File: src/rtl/alu_share_arbiter.sv
// -----------------------------------------------------------------------------
// alu_share_arbiter
//
// Shares one external ALU between two requesters. Port 0 is typically the EX
// stage and port 1 the branch/address unit. Requests are arbitrated
// round-robin. The winning operands are registered into a single issue stage
// that drives the ALU. The ALU outputs are captured one cycle later into a
// per-port response register, which holds until that port acknowledges it.
// Each port has at most one transaction in flight. Accept-to-response latency
// is always two cycles.
//
// Ports
//   clk, rst                  clock; synchronous active-high reset
//   req_valid / req_ready     per-port request handshake (bit i = port i)
//   req_a0/b0/op0             port 0 operands and operation code
//   req_a1/b1/op1             port 1 operands and operation code
//   alu_a / alu_b / alu_op    drive the ALU Adat / Bdat / ALUoper
//                             (forced to 0 when the issue stage is idle)
//   alu_result, alu_zero,
//   alu_cout, alu_ovf         ALU Result / zero / carryout / overflow
//   rsp_valid / rsp_ready     per-port response handshake
//   rsp_result0/1             captured Result per port
//   rsp_flags0/1              captured {overflow, carryout, zero} per port
// -----------------------------------------------------------------------------
module alu_share_arbiter #(
    parameter int DW  = 32,
    parameter int OPW = 3
) (
    input  logic           clk,
    input  logic           rst,
    input  logic [1:0]     req_valid,
    output logic [1:0]     req_ready,
    input  logic [DW-1:0]  req_a0,
    input  logic [DW-1:0]  req_b0,
    input  logic [OPW-1:0] req_op0,
    input  logic [DW-1:0]  req_a1,
    input  logic [DW-1:0]  req_b1,
    input  logic [OPW-1:0] req_op1,
    output logic [DW-1:0]  alu_a,
    output logic [DW-1:0]  alu_b,
    output logic [OPW-1:0] alu_op,
    input  logic [DW-1:0]  alu_result,
    input  logic           alu_zero,
    input  logic           alu_cout,
    input  logic           alu_ovf,
    output logic [1:0]     rsp_valid,
    input  logic [1:0]     rsp_ready,
    output logic [DW-1:0]  rsp_result0,
    output logic [DW-1:0]  rsp_result1,
    output logic [2:0]     rsp_flags0,
    output logic [2:0]     rsp_flags1
);

    // Outstanding-transaction tracking and round-robin pointer
    logic [1:0]            busy_q, busy_d;
    logic                  last_grant_q;

    // Issue stage feeding the ALU
    logic                  issue_valid_q;
    logic                  issue_id_q;
    logic [DW-1:0]         issue_a_q, issue_b_q;
    logic [OPW-1:0]        issue_op_q;

    // Per-port response registers
    logic [1:0]            rsp_valid_q;
    logic [1:0][DW-1:0]    rsp_result_q;
    logic [1:0][2:0]       rsp_flags_q;

    logic [1:0]            elig, grant, accept, rsp_hs;

    // NOTE: every signal written in always_comb gets a default before any
    // conditional assignment, so no path can leave it unassigned (no latch).
    always_comb begin
        elig  = req_valid & ~busy_q;
        grant = 2'b00;
        // Grants are suppressed during reset so req_ready reads 0 while rst is high.
        if (!rst) begin
            if (elig == 2'b11) begin
                // Tie: the port that did not win last time goes next.
                grant = last_grant_q ? 2'b01 : 2'b10;
            end else begin
                grant = elig;
            end
        end
    end

    assign req_ready = grant;
    assign accept    = req_valid & grant;
    assign rsp_hs    = rsp_valid_q & rsp_ready;

    // An accept needs busy=0 and a handshake needs rsp_valid=1 (which implies
    // busy=1). So both cannot hit the same port in one cycle.
    assign busy_d = (busy_q | accept) & ~rsp_hs;

    // NOTE: sequential state uses non-blocking assignments only, so every
    // register samples the pre-edge values regardless of statement order.
    always_ff @(posedge clk) begin
        if (rst) begin
            busy_q        <= 2'b00;
            last_grant_q  <= 1'b1;
            issue_valid_q <= 1'b0;
            issue_id_q    <= 1'b0;
            issue_a_q     <= '0;
            issue_b_q     <= '0;
            issue_op_q    <= '0;
            rsp_valid_q   <= 2'b00;
            // NOTE: the response data registers are reset too. They are
            // visible outputs that must read 0 after reset, not just
            // don't-care storage.
            rsp_result_q  <= '0;
            rsp_flags_q   <= '0;
        end else begin
            busy_q        <= busy_d;
            issue_valid_q <= |accept;
            if (|accept) begin
                last_grant_q <= accept[1];
                issue_id_q   <= accept[1];
                issue_a_q    <= accept[1] ? req_a1  : req_a0;
                issue_b_q    <= accept[1] ? req_b1  : req_b0;
                issue_op_q   <= accept[1] ? req_op1 : req_op0;
            end

            // A held response drops the cycle after its handshake.
            rsp_valid_q <= rsp_valid_q & ~rsp_hs;

            // The ALU is combinational on the issue registers: capture at the
            // end of the issue cycle. The target port is busy, so its
            // response slot is guaranteed free.
            if (issue_valid_q) begin
                rsp_valid_q[issue_id_q]  <= 1'b1;
                rsp_result_q[issue_id_q] <= alu_result;
                rsp_flags_q[issue_id_q]  <= {alu_ovf, alu_cout, alu_zero};
            end
        end
    end

    // Stale issue operands must not reach the ALU when the stage is idle.
    assign alu_a  = issue_valid_q ? issue_a_q  : '0;
    assign alu_b  = issue_valid_q ? issue_b_q  : '0;
    assign alu_op = issue_valid_q ? issue_op_q : '0;

    assign rsp_valid   = rsp_valid_q;
    assign rsp_result0 = rsp_result_q[0];
    assign rsp_result1 = rsp_result_q[1];
    assign rsp_flags0  = rsp_flags_q[0];
    assign rsp_flags1  = rsp_flags_q[1];

endmodule

File: config.mk
export PLATFORM = sky130hd
export DESIGN_NAME = alu_share_arbiter
export DESIGN_NICKNAME = d
export VERILOG_FILES = /design/src/rtl/alu_share_arbiter.sv
export SDC_FILE = /design/constraint.sdc
export NUM_CORES = 1
export LEC_CHECK = 0
export ABC_AREA = 1
export BUFFER_PORTS_ARGS = -buffer_cell sky130_fd_sc_hd__buf_4
export CELL_PAD_IN_SITES_DETAIL_PLACEMENT = 0
export CELL_PAD_IN_SITES_GLOBAL_PLACEMENT = 1
export CORE_ASPECT_RATIO = 1.5
export CORE_MARGIN = 1.5
export CORE_UTILIZATION = 23
export DETAILED_ROUTE_END_ITERATION = 7
export MAX_ROUTING_LAYER = met4
export PLACE_DENSITY = 0.69
export SLEW_MARGIN = 10
export SYNTH_ARGS = -nofsm -noshare
export SYNTH_HDL_FRONTEND = slang
export SYNTH_SLANG_ARGS = --single-unit
File: constraint.sdc
create_clock -name clk -period 3.2 [get_ports clk]
set_input_delay 0.48 -clock clk [delete_from_list [all_inputs] [get_ports clk]]
set_output_delay 0.48 -clock clk [all_outputs]
set_load 0.1 [all_outputs]
==> summary.txt <==
Slew Limit Fails - 0
Routed met3 length - 1110 µm
1st-iter DRT viols - 284
chip height - 216.5 µm
Setup crit end kind - primary output
largest area contributor in the synthesized netlist - sky130_fd_sc_hd__dfxtp_1
routed length per instance - 14.12 µm
H-tree lvl count - 4
leakage power - 5.663 nW
yosys warns - 0
root buffer cell - sky130_fd_sc_hd__clkbuf_16
Clock Pin Slew Worst Setup and Hold Paths - 0.07 ns
flop and latch count out of synthesis - 144
I/O pin count - 316
type of the tightest min-delay check - input port to register
max-cap check violation count - 0
sequential share of the synthesized area - 41.25%
power density relative to cell area - 597.3 mW/mm²
maximum fanout count along the critical path - 26
total gr overflow - 0
number of distinct library cell variants in the gate-level netlist after synthesis - 19
area of the die - 0.03146 mm²
uppermost layer routed - met4
total setup buffers inserted after CTS - 0
antenna-violating nets left - 0
wire length of the first global-routing pass - 39770 µm
number of CTS-inserted buffers - 17
growth of design area from synthesis to finish - 46.57%
floorplan die width - 145.3 µm
fraction of final layout cells with drive strength greater than 1 - 25.93%
largest net degree at the start of global routing - 140
Num Clock Sinks - 144
number of core rows - 78
post-DR vias/cell - 4.206
worst vdd ir - 319.6 µV
number of antenna violations at the first check in global routing - 2
Placed Area - 0.009615 mm²
clock tree from TritonCTS - done
status - complete, no violations
setup repair after global routing missed its margin - no
# DRC - 0
detailed route wirelength on metal2 - 14010 µm
post-synthesis instance area - 0.006988 mm²
relative slew slack - 45.54%
Hold-fix buffers, CTS - 0
area of the core - 0.03006 mm²
Setup Total Neg Slack - 0 ns
count of buffers inserted at the top-level ports - 315
number of standard cells after synthesis - 1137
post-layout net count - 1581
crit path DAT - 2.06 ns
number of endpoints with negative hold slack in the final report - 0
vias post-DR - 7659
number of cells upsized or downsized after cts - 0
Max Freq - 393.4 MHz
total nets after synthesis - 1312
Final Setup Violations - 0
total routing usage reported by global routing - 16.61%
ranking of synthesized cells by area - sky130_fd_sc_hd__dfxtp_1 (41%), sky130_fd_sc_hd__nand2_1 (15%), sky130_fd_sc_hd__nor2_1 (15%)
WHS - 0.2758 ns
classification of the worst setup path - register to primary output
Bufs on Longest Clock Path - 2
Finished Cell Area - 0.01024 mm²
Post-Syn Area per Cell - 6.146 µm²
starting density of the core - 23.25%
transition time of the tightest slew-check pin - 0.8169 ns
clock tree skew after final layout - 0.01013 ns
kind of launch point of the worst setup path - register
final core area utilization - 34.07%
share of Yosys cell area claimed by the top area cell type - 41.25%
final weighted congestion in routability-driven placement - 0.7840
Detailed Route WL - 25720 µm
required time at the worst-slack endpoint - 2.72 ns
length of the first detailed-routing pass in iterations - 6
final clock period utilization by the worst path - 79.44%
via count of the first global-routing pass - 7226
Post-DP HPWL - 17420 µm
insertion delay of the later-clocked pin in the worst-skew pair - 0.43 ns
Min Clock Period, post-route - 2.542 ns
post-layout total power - 6.118 mW
wire length on met1 - 10250 µm
==> final timing paths <==
check	startpoint	to	slack, ns	cells past startpoint
hold reg to reg	busy_q[1]	busy_q[1]	0.47	2
setup reg to reg	issue_valid_q	rsp_flags0[0]	1.16	6
hold / removal	alu_cout	rsp_flags0[1]	0.28	3
setup / recovery	issue_valid_q	alu_a[9]	0.66	4
==> metal layers <==
metal / GRT usage (%) / vias to the layer above
met4: 6.088 / 0
met2: 30.56 / 215
met3: 3.263 / 16
li1: - / 3972
met1: 17.44 / 3456
met5: - / -
==> sequential cells by signal, summed over array words and instances, names as in the netlist <==
register / cells
issue_valid_q: 1
issue_op_q: 3
rsp_valid: 2
rsp_flags0: 3
issue_b_q: 32
last_grant_q: 1
rsp_result1: 32
issue_a_q: 32
rsp_flags1: 3
busy_q: 2
rsp_result0: 32
issue_id_q: 1
==> cell usage in the layout (no fill, tap or decap), types with 4 or more instances in the layout <==
master / count
sky130_fd_sc_hd__buf_4: 326
sky130_fd_sc_hd__nand2_1: 276
sky130_fd_sc_hd__nor2_1: 276
sky130_fd_sc_hd__dfxtp_1: 143
sky130_fd_sc_hd__inv_1: 141
sky130_fd_sc_hd__nand3_1: 135
sky130_fd_sc_hd__o21ai_0: 71
sky130_fd_sc_hd__clkbuf_16: 17
sky130_fd_sc_hd__inv_6: 5
sky130_fd_sc_hd__a21oi_1: 4
==> worst max-delay path, cell delays in order, from the launching register on <==
cell and delay (ns):
sky130_fd_sc_hd__dfxtp_2 0.74, sky130_fd_sc_hd__buf_4 0.42, sky130_fd_sc_hd__nand2_1 0.09, sky130_fd_sc_hd__inv_1 0.08, sky130_fd_sc_hd__buf_4 0.29
==> synth_stat cells <==
library cell	number
sky130_fd_sc_hd__nand3_1	135
sky130_fd_sc_hd__a21oi_1	4
sky130_fd_sc_hd__buf_4	2
sky130_fd_sc_hd__clkinv_1	3
sky130_fd_sc_hd__clkbuf_1	34
sky130_fd_sc_hd__nor2_4	1
sky130_fd_sc_hd__buf_1	8
sky130_fd_sc_hd__dfxtp_1	144
sky130_fd_sc_hd__nor2_1	276
sky130_fd_sc_hd__o211ai_1	1
sky130_fd_sc_hd__o21ai_0	71
sky130_fd_sc_hd__clkbuf_4	2
sky130_fd_sc_hd__nand3_2	1
sky130_fd_sc_hd__inv_2	2
sky130_fd_sc_hd__buf_2	26
sky130_fd_sc_hd__inv_1	141
sky130_fd_sc_hd__buf_6	6
sky130_fd_sc_hd__nand2_1	278
sky130_fd_sc_hd__nor2_2	2
==> report_power, final <==
part | internal, mW | switching (mW)
logic | 0.506 | 1.41
registers | 1.96 | 0.0949
clock network | 1.26 | 0.893
total | 3.72 | 2.39
==> logic make-up (layout without fill, tap and decap cells) <==
family / Yosys count / count (layout) / share of synthesized area, %
AND/OR/NAND/NOR: 693 / 693 / 39.91
buffers and inverters: 224 / 506 / 13.36
flip-flops: 144 / 144 / 41.25
AO/OA/AOI/OAI: 76 / 76 / 5.479
other: 0 / 2 / 0
==> layout make-up <==
| class | count | area (µm²) |
|---|---|---|
| fill | 3396 | 19820 |
| multi-input combinational | 769 | 3194 |
| sequential | 144 | 2884 |
| timing repair buffer | 328 | 2487 |
| inverter | 146 | 549.3 |
| tap | 400 | 500.5 |
| clock buffer | 18 | 429.2 |
| clock inverter | 14 | 192.7 |
| antenna | 2 | 5.005 |
==> through the flow <==
stage,setup WS (ns),cells
6_report,0.6579,1821
5_1_grt,0.4904,1821
4_1_cts,0.5564,1819
3_5_place_dp,0.9194,1787
3_3_place_gp,0.9298,1787
2_1_floorplan,1.047,1137
(Power assumes the default switching activity.)
